**config.mk**
```make
export PLATFORM = sky130hd
export DESIGN_NAME = pc_fetch_unit_flat
export DESIGN_NICKNAME = d
export VERILOG_FILES = /design/src/rtl/pc_fetch_unit_if.sv /design/src/rtl/pc_fetch_unit.sv /design/src/flat_wrapper.sv
export SDC_FILE = /design/constraint.sdc
export NUM_CORES = 1
export LEC_CHECK = 0
export CORE_MARGIN = 1.5
export CORE_UTILIZATION = 40
export CTS_CLUSTER_DIAMETER = 150
export DETAILED_ROUTE_END_ITERATION = 10
export PLACE_DENSITY = 0.7
export REMOVE_ABC_BUFFERS = 1
export SLEW_MARGIN = 20
export SYNTH_ARGS = -nofsm -noshare
export SYNTH_HDL_FRONTEND = slang
export SYNTH_SLANG_ARGS = --single-unit
export TNS_END_PERCENT = 30
```
**constraint.sdc**
```tcl
create_clock -name clk -period 3.4 [get_ports clk]
set_input_delay 0.68 -clock clk [delete_from_list [all_inputs] [get_ports clk]]
set_output_delay 0.68 -clock clk [all_outputs]
set_load 0.02 [all_outputs]
```
**src/rtl/pc_fetch_unit_if.sv**
```systemverilog
// pc_fetch_unit_if: control-unit enables, memory/regfile inputs and decoded
// fetch-stage outputs of the multi-cycle MIPS fetch unit.
interface pc_fetch_unit_if;
    logic        PCWre;
    logic        IRWre;
    logic [1:0]  PCSrc;
    logic [31:0] instr_in;
    logic [31:0] rs_data;
    logic [31:0] pc;
    logic [31:0] pc_plus4;
    logic [31:0] ir;
    logic [5:0]  opcode;
    logic [5:0]  func;
    logic [4:0]  rs;
    logic [4:0]  rt;
    logic [4:0]  rd;
    logic [4:0]  sa;
    logic [15:0] imm16;
    logic        halted;
    logic        misalign;
    logic [31:0] retired;

    modport master (
        output PCWre, IRWre, PCSrc, instr_in, rs_data,
        input  pc, pc_plus4, ir, opcode, func, rs, rt, rd, sa,
        input  imm16, halted, misalign, retired
    );

    modport slave (
        input  PCWre, IRWre, PCSrc, instr_in, rs_data,
        output pc, pc_plus4, ir, opcode, func, rs, rt, rd, sa,
        output imm16, halted, misalign, retired
    );
endinterface

```
**src/rtl/pc_fetch_unit.sv**
```systemverilog
// pc_fetch_unit: PC, IR and PC+4 registers of the multi-cycle MIPS fetch stage,
// next-PC select, IR field decode, halt/misalign status and retire count.
module pc_fetch_unit #(
    parameter logic [31:0] RESET_PC = 32'h0000_0000,
    parameter logic [5:0]  HALT_OP  = 6'b111111
) (
    input  logic           clk,
    input  logic           rst,
    pc_fetch_unit_if.slave f
);
    logic [31:0] pc_q, pc_d;
    logic [31:0] pc4_q, pc4_d;
    logic [31:0] ir_q, ir_d;
    logic [31:0] ret_q, ret_d;
    logic        mis_q, mis_d;
    logic [31:0] br_off;
    logic [31:0] next_pc;

    assign br_off = {{14{ir_q[15]}}, ir_q[15:0], 2'b00};

    always_comb begin
        next_pc = pc_q + 32'd4;
        unique case (f.PCSrc)
            2'b00: next_pc = pc_q + 32'd4;
            2'b01: next_pc = pc4_q + br_off;
            2'b10: next_pc = {f.rs_data[31:2], 2'b00};
            2'b11: next_pc = {pc4_q[31:28], ir_q[25:0], 2'b00};
        endcase
    end

    always_comb begin
        pc_d  = pc_q;
        pc4_d = pc4_q;
        ir_d  = ir_q;
        ret_d = ret_q;
        mis_d = mis_q;
        if (f.PCWre) begin
            pc_d  = next_pc;
            ret_d = ret_q + 32'd1;
            if (f.PCSrc == 2'b10 && f.rs_data[1:0] != 2'b00)
                mis_d = 1'b1;
        end
        // IR and PC+4 always capture from the pre-update pc
        if (f.IRWre) begin
            ir_d  = f.instr_in;
            pc4_d = pc_q + 32'd4;
        end
    end

    always_ff @(posedge clk or negedge rst) begin
        if (!rst) begin
            pc_q  <= RESET_PC;
            pc4_q <= RESET_PC + 32'd4;
            ir_q  <= 32'h0;
            ret_q <= 32'h0;
            mis_q <= 1'b0;
        end else begin
            pc_q  <= pc_d;
            pc4_q <= pc4_d;
            ir_q  <= ir_d;
            ret_q <= ret_d;
            mis_q <= mis_d;
        end
    end

    assign f.pc       = pc_q;
    assign f.pc_plus4 = pc4_q;
    assign f.ir       = ir_q;
    assign f.opcode   = ir_q[31:26];
    assign f.func     = ir_q[5:0];
    assign f.rs       = ir_q[25:21];
    assign f.rt       = ir_q[20:16];
    assign f.rd       = ir_q[15:11];
    assign f.sa       = ir_q[10:6];
    assign f.imm16    = ir_q[15:0];
    assign f.halted   = (ir_q[31:26] == HALT_OP);
    assign f.misalign = mis_q;
    assign f.retired  = ret_q;
endmodule

```
**src/flat_wrapper.sv**
```systemverilog
// flat-port wrapper written by rule: the top's interface ports become plain ports
module pc_fetch_unit_flat 
#(
    parameter logic [31:0] RESET_PC = 32'h0000_0000,
    parameter logic [5:0]  HALT_OP  = 6'b111111
)
  (clk, rst, f_PCWre, f_IRWre, f_PCSrc, f_instr_in, f_rs_data, f_pc, f_pc_plus4, f_ir, f_opcode, f_func, f_rs, f_rt, f_rd, f_sa, f_imm16, f_halted, f_misalign, f_retired);
  pc_fetch_unit_if f_i ();
  input  logic clk;
  input  logic rst;
  input wire logic [$bits(f_i.PCWre)-1:0] f_PCWre;
  input wire logic [$bits(f_i.IRWre)-1:0] f_IRWre;
  input wire logic [$bits(f_i.PCSrc)-1:0] f_PCSrc;
  input wire logic [$bits(f_i.instr_in)-1:0] f_instr_in;
  input wire logic [$bits(f_i.rs_data)-1:0] f_rs_data;
  output wire logic [$bits(f_i.pc)-1:0] f_pc;
  output wire logic [$bits(f_i.pc_plus4)-1:0] f_pc_plus4;
  output wire logic [$bits(f_i.ir)-1:0] f_ir;
  output wire logic [$bits(f_i.opcode)-1:0] f_opcode;
  output wire logic [$bits(f_i.func)-1:0] f_func;
  output wire logic [$bits(f_i.rs)-1:0] f_rs;
  output wire logic [$bits(f_i.rt)-1:0] f_rt;
  output wire logic [$bits(f_i.rd)-1:0] f_rd;
  output wire logic [$bits(f_i.sa)-1:0] f_sa;
  output wire logic [$bits(f_i.imm16)-1:0] f_imm16;
  output wire logic [$bits(f_i.halted)-1:0] f_halted;
  output wire logic [$bits(f_i.misalign)-1:0] f_misalign;
  output wire logic [$bits(f_i.retired)-1:0] f_retired;
  assign f_i.PCWre = f_PCWre;
  assign f_i.IRWre = f_IRWre;
  assign f_i.PCSrc = f_PCSrc;
  assign f_i.instr_in = f_instr_in;
  assign f_i.rs_data = f_rs_data;
  assign f_pc = f_i.pc;
  assign f_pc_plus4 = f_i.pc_plus4;
  assign f_ir = f_i.ir;
  assign f_opcode = f_i.opcode;
  assign f_func = f_i.func;
  assign f_rs = f_i.rs;
  assign f_rt = f_i.rt;
  assign f_rd = f_i.rd;
  assign f_sa = f_i.sa;
  assign f_imm16 = f_i.imm16;
  assign f_halted = f_i.halted;
  assign f_misalign = f_i.misalign;
  assign f_retired = f_i.retired;
  pc_fetch_unit #(.RESET_PC(RESET_PC), .HALT_OP(HALT_OP)) u_core (.clk(clk), .rst(rst), .f(f_i));
endmodule
```
==> results.toml, run 1 <==
[timing]
worst_slew_pin_slew_ns = 0.925
fin_tns_setup_ns = 0
relSlewSlack_pct = 38.3
maxSlewViolCount = 0
rsz0062_at_grt = "false"
setup_ws_ns = 0.273
post-route-min-period_ns = 3.13
hold_viol = 0
period_share_pct = 92.0
finClkSkew_ns = 0.00766
setup_viol = 0
clock.fmax_ghz = 0.320

[drt]
drtIter0Drc = 457
wirelength_mm = 24.6
vias = 7359
wire_per_inst_microns = 17.9
drc = 0
ant_nets = 0
first_pass_iters = 5
drt-vias-per-instance = 5.38

[setup_path]
cp_num_cells = 10
critPathKind = "flip-flop to flip-flop"
required_ns = 3.71
path_cells = "ha_1 > fa_1 > a211oi_1 > o21ai_0 > nand3_1 > o21ai_0 > o21ai_1 > a21oi_1 > or4_1 > and3_1"
worst-r2r-setup-slack_ns = 0.27
path_delay_family = "compound AO/OA/AOI/OAI gates"
crit-reg2reg-capture = "u_core.f.pc[24]"
cp-start-kind = "flip-flop"
arrival_ns = 3.44
cpPeakStageDelay_ns = 0.45
r2r_cells = 10
crit_buf_inv = 0
cpMostUsedCell = "o21ai_0"
path_max_fanout = 6
slowest_stage = "fa_1"
cp-end-kind = "flip-flop"
r2r-start = "u_core.f.ir[0]"

[global_route]
grtUsageTotal_pct = 22.9
grt_pass1_wl_mm = 39.2
grt_max_degree = 88
grt_pass1_vias = 7267
antenna_found_initial = 0
grt_overflow = 0

[floorplan]
die_h_microns = 148
coreArea_sq_mm = 0.0204
die_area_sq_mm = 0.0218
row_count = 52
die_w_microns = 148
ios = 248
start_util_pct = 41.1

[place]
place_area_sq_mm = 0.0109
io_buffers = 247
gp_congestion = 0.872
dp_hpwl_mm = 17.8
dp_slack_ns = 0.340

[layout]
layout_common_cells = "clkdlybuf4s50_1 (243), dfrtp_1 (128), nor2_1 (83)"
design_area_sq_mm = 0.0114
fillerInstances = 1845
syn2layout_area_growth_pct = 36.6
final_common_cell = "clkdlybuf4s50_1"
num_antenna_cells = 0
layout-drive-gt1-share_pct = 11.2
final_nets = 1189

[yosys]
synth_cell_types = 72
synthMuxAreaShare_pct = 9.86
synth_area_per_cell_sq_um = 9.44
synth_seq_area_share_pct = 38.6
synth-compound-area-share_pct = 16.2
synth-simple-area-share_pct = 15.4
syn_inst = 887
yosys_register_bits = 129
synth_top_family_by_area = "compound AO/OA/AOI/OAI gates"
synth_area_sq_mm = 0.00837
yosysWarnings = 0
synth-edff-count = 0
synth_ff_type = "dfrtp_1"
synth_adder_area_share_pct = 4.87
synthArstFlopShare_pct = 100
synthXorXnorAreaFrac_pct = 7.85

[power]
ir_drop_uv = 340
powerDensity_mw_per_mm2 = 624
leakage_nw = 4.75

[cts]
cts_tree = "built"
postCtsHoldBufs = 0
ctsResizeCount = 0
clock-sinks = 129
cts_buffers = 17
clock_path_buffers = 2
post_cts_buffers = 0
root_buffer = "clkbuf_16"
clkTransAtPathRegs_ns = 0.06
clk_latency_ns = 0.42
ctsHtreeMaxLevel = 4

[hold_path]
hold_path.class = "input pin to async pin"

[outcome]
status = "finished clean"

[run]
maxCapViolations = 0
-- cell usage after synthesis (7+ instances only) --
master	count	area (sq um)
o21ai_0	28	140
mux2i_1	15	150
inv_1	21	78.8
xor2_1	28	245
and3_1	16	100
o211ai_1	8	60.1
nor2_1	83	312
a21oi_1	78	390
mux4_2	7	158
mux2_2	44	495
nor3_1	14	70.1
o22ai_1	7	43.8
clkbuf_1	32	120
ha_1	31	388
nand2_1	64	240
xnor2_1	47	412
a21o_1	17	128
nand4_1	12	75.1
dfrtp_1	128	3200
nand3_1	29	145
buf_4	48	360
or3_1	8	50.1
a31oi_1	11	68.8
-- cell families (layout without fill, tap and decap cells) --
| kind of cell | after synthesis | in the layout |
|---|---|---|
| and+or+nand+nor | 260 | 260 |
| AOI/OAI and AO/OA | 211 | 211 |
| DFF | 129 | 129 |
| buffers and inverters | 112 | 324 |
| xor gates and xnor gates | 75 | 75 |
| muxes | 68 | 68 |
| adders and majority gates | 32 | 32 |
-- final cells by class --
cell class              count  area [sq um]  area share, %
inverters                  22          82.6          0.722
repair buffers            271          2670           23.3
multi-input cells         646          4540           39.7
clock inverters            12           134           1.17
well taps                 270           338           2.95
clock buffers              19           453           3.96
flip-flops and latches    129          3230           28.2
-- stage by stage --
step	util, %	hold slack (ns)	cells	total power, mW
3_5_place_dp	53.3	0.460	1338	5.29
5_1_grt	56.2	0.364	1369	7.56
4_1_cts	56.2	0.381	1369	7.17
2_1_floorplan	-	0.384	797	3.99
6_report	56.2	0.289	1369	7.13
3_3_place_gp	53.3	0.449	1338	5.26
-- worst reg2reg max path: cells and delay by family, from the launching register on --
kind	cells	cell delay, ns
adders and majority gates	2	0.72
and+or+nand+nor	3	0.71
DFF	1	0.43
AOI/OAI and AO/OA	5	1.16
-- flip-flops by register name, indices dropped and copies added, names as in the netlist --
register / flops
u_core.f.retired: 32
u_core.f.ir: 32
u_core.f.pc_plus4: 32
u_core.f.pc: 32
u_core.f.misalign: 1
-- how the worst max path moves through the flow --
| stage | start | endpoint | slack, ns |
|---|---|---|---|
| after global routing | u_core.f.ir[0] | u_core.f.pc[30] | 0.1 |
| final | u_core.f.ir[0] | u_core.f.pc[24] | 0.27 |
| after CTS | u_core.f.ir[0] | u_core.f.pc[24] | 0.32 |
| after detailed placement | u_core.f.ir[0] | u_core.f.pc[24] | 0.34 |
| after global placement | u_core.f.ir[0] | u_core.f.pc[24] | 0.38 |
| after floorplan | u_core.f.ir[15] | u_core.f.pc[23] | 0.24 |
-- where the power goes --
group | total, mW | switching [mW] | leakage [nW] | internal, mW
Sequential | 2.22 | 0.399 | 1.54 | 1.82
Clock | 1.84 | 0.722 | 0.286 | 1.12
Combinational | 3.08 | 1.60 | 2.92 | 1.47
-- layer usage --
metal,vias to the layer above,global-route usage [%],part of all wire (%),wire length [microns]
li1,3547,-,-,-
met3,30,5.31,5.8,1430
met2,238,38.0,48,11900
met5,-,0,0,0
met1,3544,29.8,44,10800
met4,0,6.90,1.9,462
No activity file was read; power rests on OpenSTA's default activity.
==> run 2: changes to the inputs <==
- clock period: 3.4 -> 3.3 ns (I/O delays scaled with it)
==> run 2 against run 1 <==
Clock power up 3%. Worst hold slack better by 0.035 ns. Cell count up 0.22%. Combinational power up 4%. Maximum frequency up 2.5%. Power up 3.2%. Setup slack worse by 0.023 ns. Critical endpoint unchanged. Highest routed layer unchanged. Global-route usage about the same. Core utilization about the same. Non-clock buffer count up 2.
==> results.toml, run 2 (synthesis results as in run 1) <==
[power]
power.share.combinational_pct = 43.4
ir_drop_uv = 358
p_total_mw = 7.36
p_sw_mw = 2.85
powerDensity_mw_per_mm2 = 644
p_int_mw = 4.52
clock_power_share_pct = 25.7
swShare_pct = 38.7
sequentialPowerShare_pct = 30.9
leakage_nw = 4.75

[timing]
setup_viol = 0
worst_slew_pin_slew_ns = 0.986
maxSlewViolCount = 0
hold_viol = 0
holdWs_ns = 0.324
setup_ws_ns = 0.250
clock.fmax_ghz = 0.328
relSlewSlack_pct = 34.2
post-route-min-period_ns = 3.05
fin_tns_setup_ns = 0
period_share_pct = 92.4
rsz0062_at_grt = "false"
finClkSkew_ns = 0.00962

[floorplan]
die_h_microns = 148
die_w_microns = 148
start_util_pct = 41.1
ios = 248
die_area_sq_mm = 0.0218
coreArea_sq_mm = 0.0204
row_count = 52

[global_route]
grt_pass1_vias = 7286
antenna_found_initial = 0
grt_max_degree = 101
grtUsageTotal_pct = 22.9
grt_overflow = 0
grt_pass1_wl_mm = 39.4

[cts]
ctsHtreeMaxLevel = 4
clock_path_buffers = 2
clock-sinks = 129
cts_tree = "built"
root_buffer = "clkbuf_16"
clk_latency_ns = 0.42
cts_buffers = 17
post_cts_buffers = 0
postCtsHoldBufs = 0
clkTransAtPathRegs_ns = 0.06

[layout]
num_antenna_cells = 0
final_common_cell = "clkdlybuf4s50_1"
fillerInstances = 1881
syn2layout_area_growth_pct = 36.6
layout_common_cells = "clkdlybuf4s50_1 (243), dfrtp_1 (128), nor2_1 (83)"
final_nets = 1191
layout-drive-gt1-share_pct = 11.4
design_area_sq_mm = 0.0114

[setup_path]
path_cells = "ha_1 > fa_1 > a211oi_1 > o21ai_1 > nand3_1 > o21ai_0 > o21ai_2 > a21oi_1 > or4_1 > and3_1"
cp-start-kind = "flip-flop"
cp-end-kind = "flip-flop"
arrival_ns = 3.36
required_ns = 3.61
cpPeakStageDelay_ns = 0.45
critPathKind = "flip-flop to flip-flop"
slowest_stage = "fa_1"
worstSetupStartpoint = "u_core.f.ir[0]"
path_max_fanout = 6
r2r-start = "u_core.f.ir[0]"

[place]
io_buffers = 247
place_area_sq_mm = 0.0109
gp_congestion = 0.888
dp_slack_ns = 0.202
dp_hpwl_mm = 17.8

[hold_path]
hold_path.class = "input pin to async pin"

[drt]
vias = 7439
drc = 0
first_pass_iters = 5
drt-vias-per-instance = 5.42
drtIter0Drc = 532
ant_nets = 0
wirelength_mm = 24.7
wire_per_inst_microns = 18.0

[outcome]
status = "finished clean"

[run]
maxCapViolations = 0
-- run 2: power by group through the flow --
| stage | sequential (mW) | combinational, mW | clock, mW |
|---|---|---|---|
| 4_1_cts | 2.27 | 3.19 | 1.92 |
| 3_5_place_dp | 2.30 | 3.16 | 0 |
| 3_3_place_gp | 2.28 | 3.14 | 0 |
| 5_1_grt | 2.33 | 3.46 | 2.00 |
| 6_report | 2.28 | 3.20 | 1.89 |
| 2_1_floorplan | 2.66 | 1.46 | 0 |
-- run 2: layout make-up --
cell class                 instances  area, sq um  share of cell area [%]
clock inverter                    14          154                    1.35
multi-input combinational        646         4540                    39.7
clock buffer                      18          429                    3.75
timing repair buffer             273         2670                    23.3
sequential                       129         3230                    28.2
inverter                          22         82.6                   0.722
tap                              270          338                    2.95
-- run 2: critical path, delay by kind of cell, from the launching register on --
kind / cells / cell delay (ns)
adder cells (fa/ha/maj): 2 / 0.73
flip-flops: 1 / 0.43
AND/OR/NAND/NOR: 3 / 0.68
AO/OA/AOI/OAI: 5 / 1.11
-- run 2: final timing paths --
path | endpoint | slack, ns | cells after the start
setup / recovery | u_core.f.pc[24] | 0.25 | 10
min in group clk | u_core.f.retired[31] | 0.47 | 1
hold reg to reg | u_core.f.retired[31] | 0.47 | 1
setup reg to reg | u_core.f.pc[24] | 0.25 | 10
hold / removal | u_core.f.retired[28] | 0.32 | 1
max in group asynchronous | u_core.f.retired[14] | 2.06 | 2
-- run 2: per-stage QoR --
| stage | cells | utilization [%] |
|---|---|---|
| 2_1_floorplan | 797 | - |
| 3_3_place_gp | 1340 | 53.3 |
| 3_5_place_dp | 1340 | 53.3 |
| 4_1_cts | 1372 | 56.2 |
| 5_1_grt | 1372 | 56.2 |
| 6_report | 1372 | 56.2 |
-- run 2: timing repair --
action,in CTS,in global routing
resized for setup,0,2
hold endpoints to repair,0,0
endpoints found under the setup margin,0,2
-- run 2: routing by layer --
metal / GRT usage (%) / share of wire, %
met1: 30.0 / 43
met2: 38.2 / 49
met3: 4.51 / 6.3
met4: 7.05 / 1.8
met5: 0 / 0
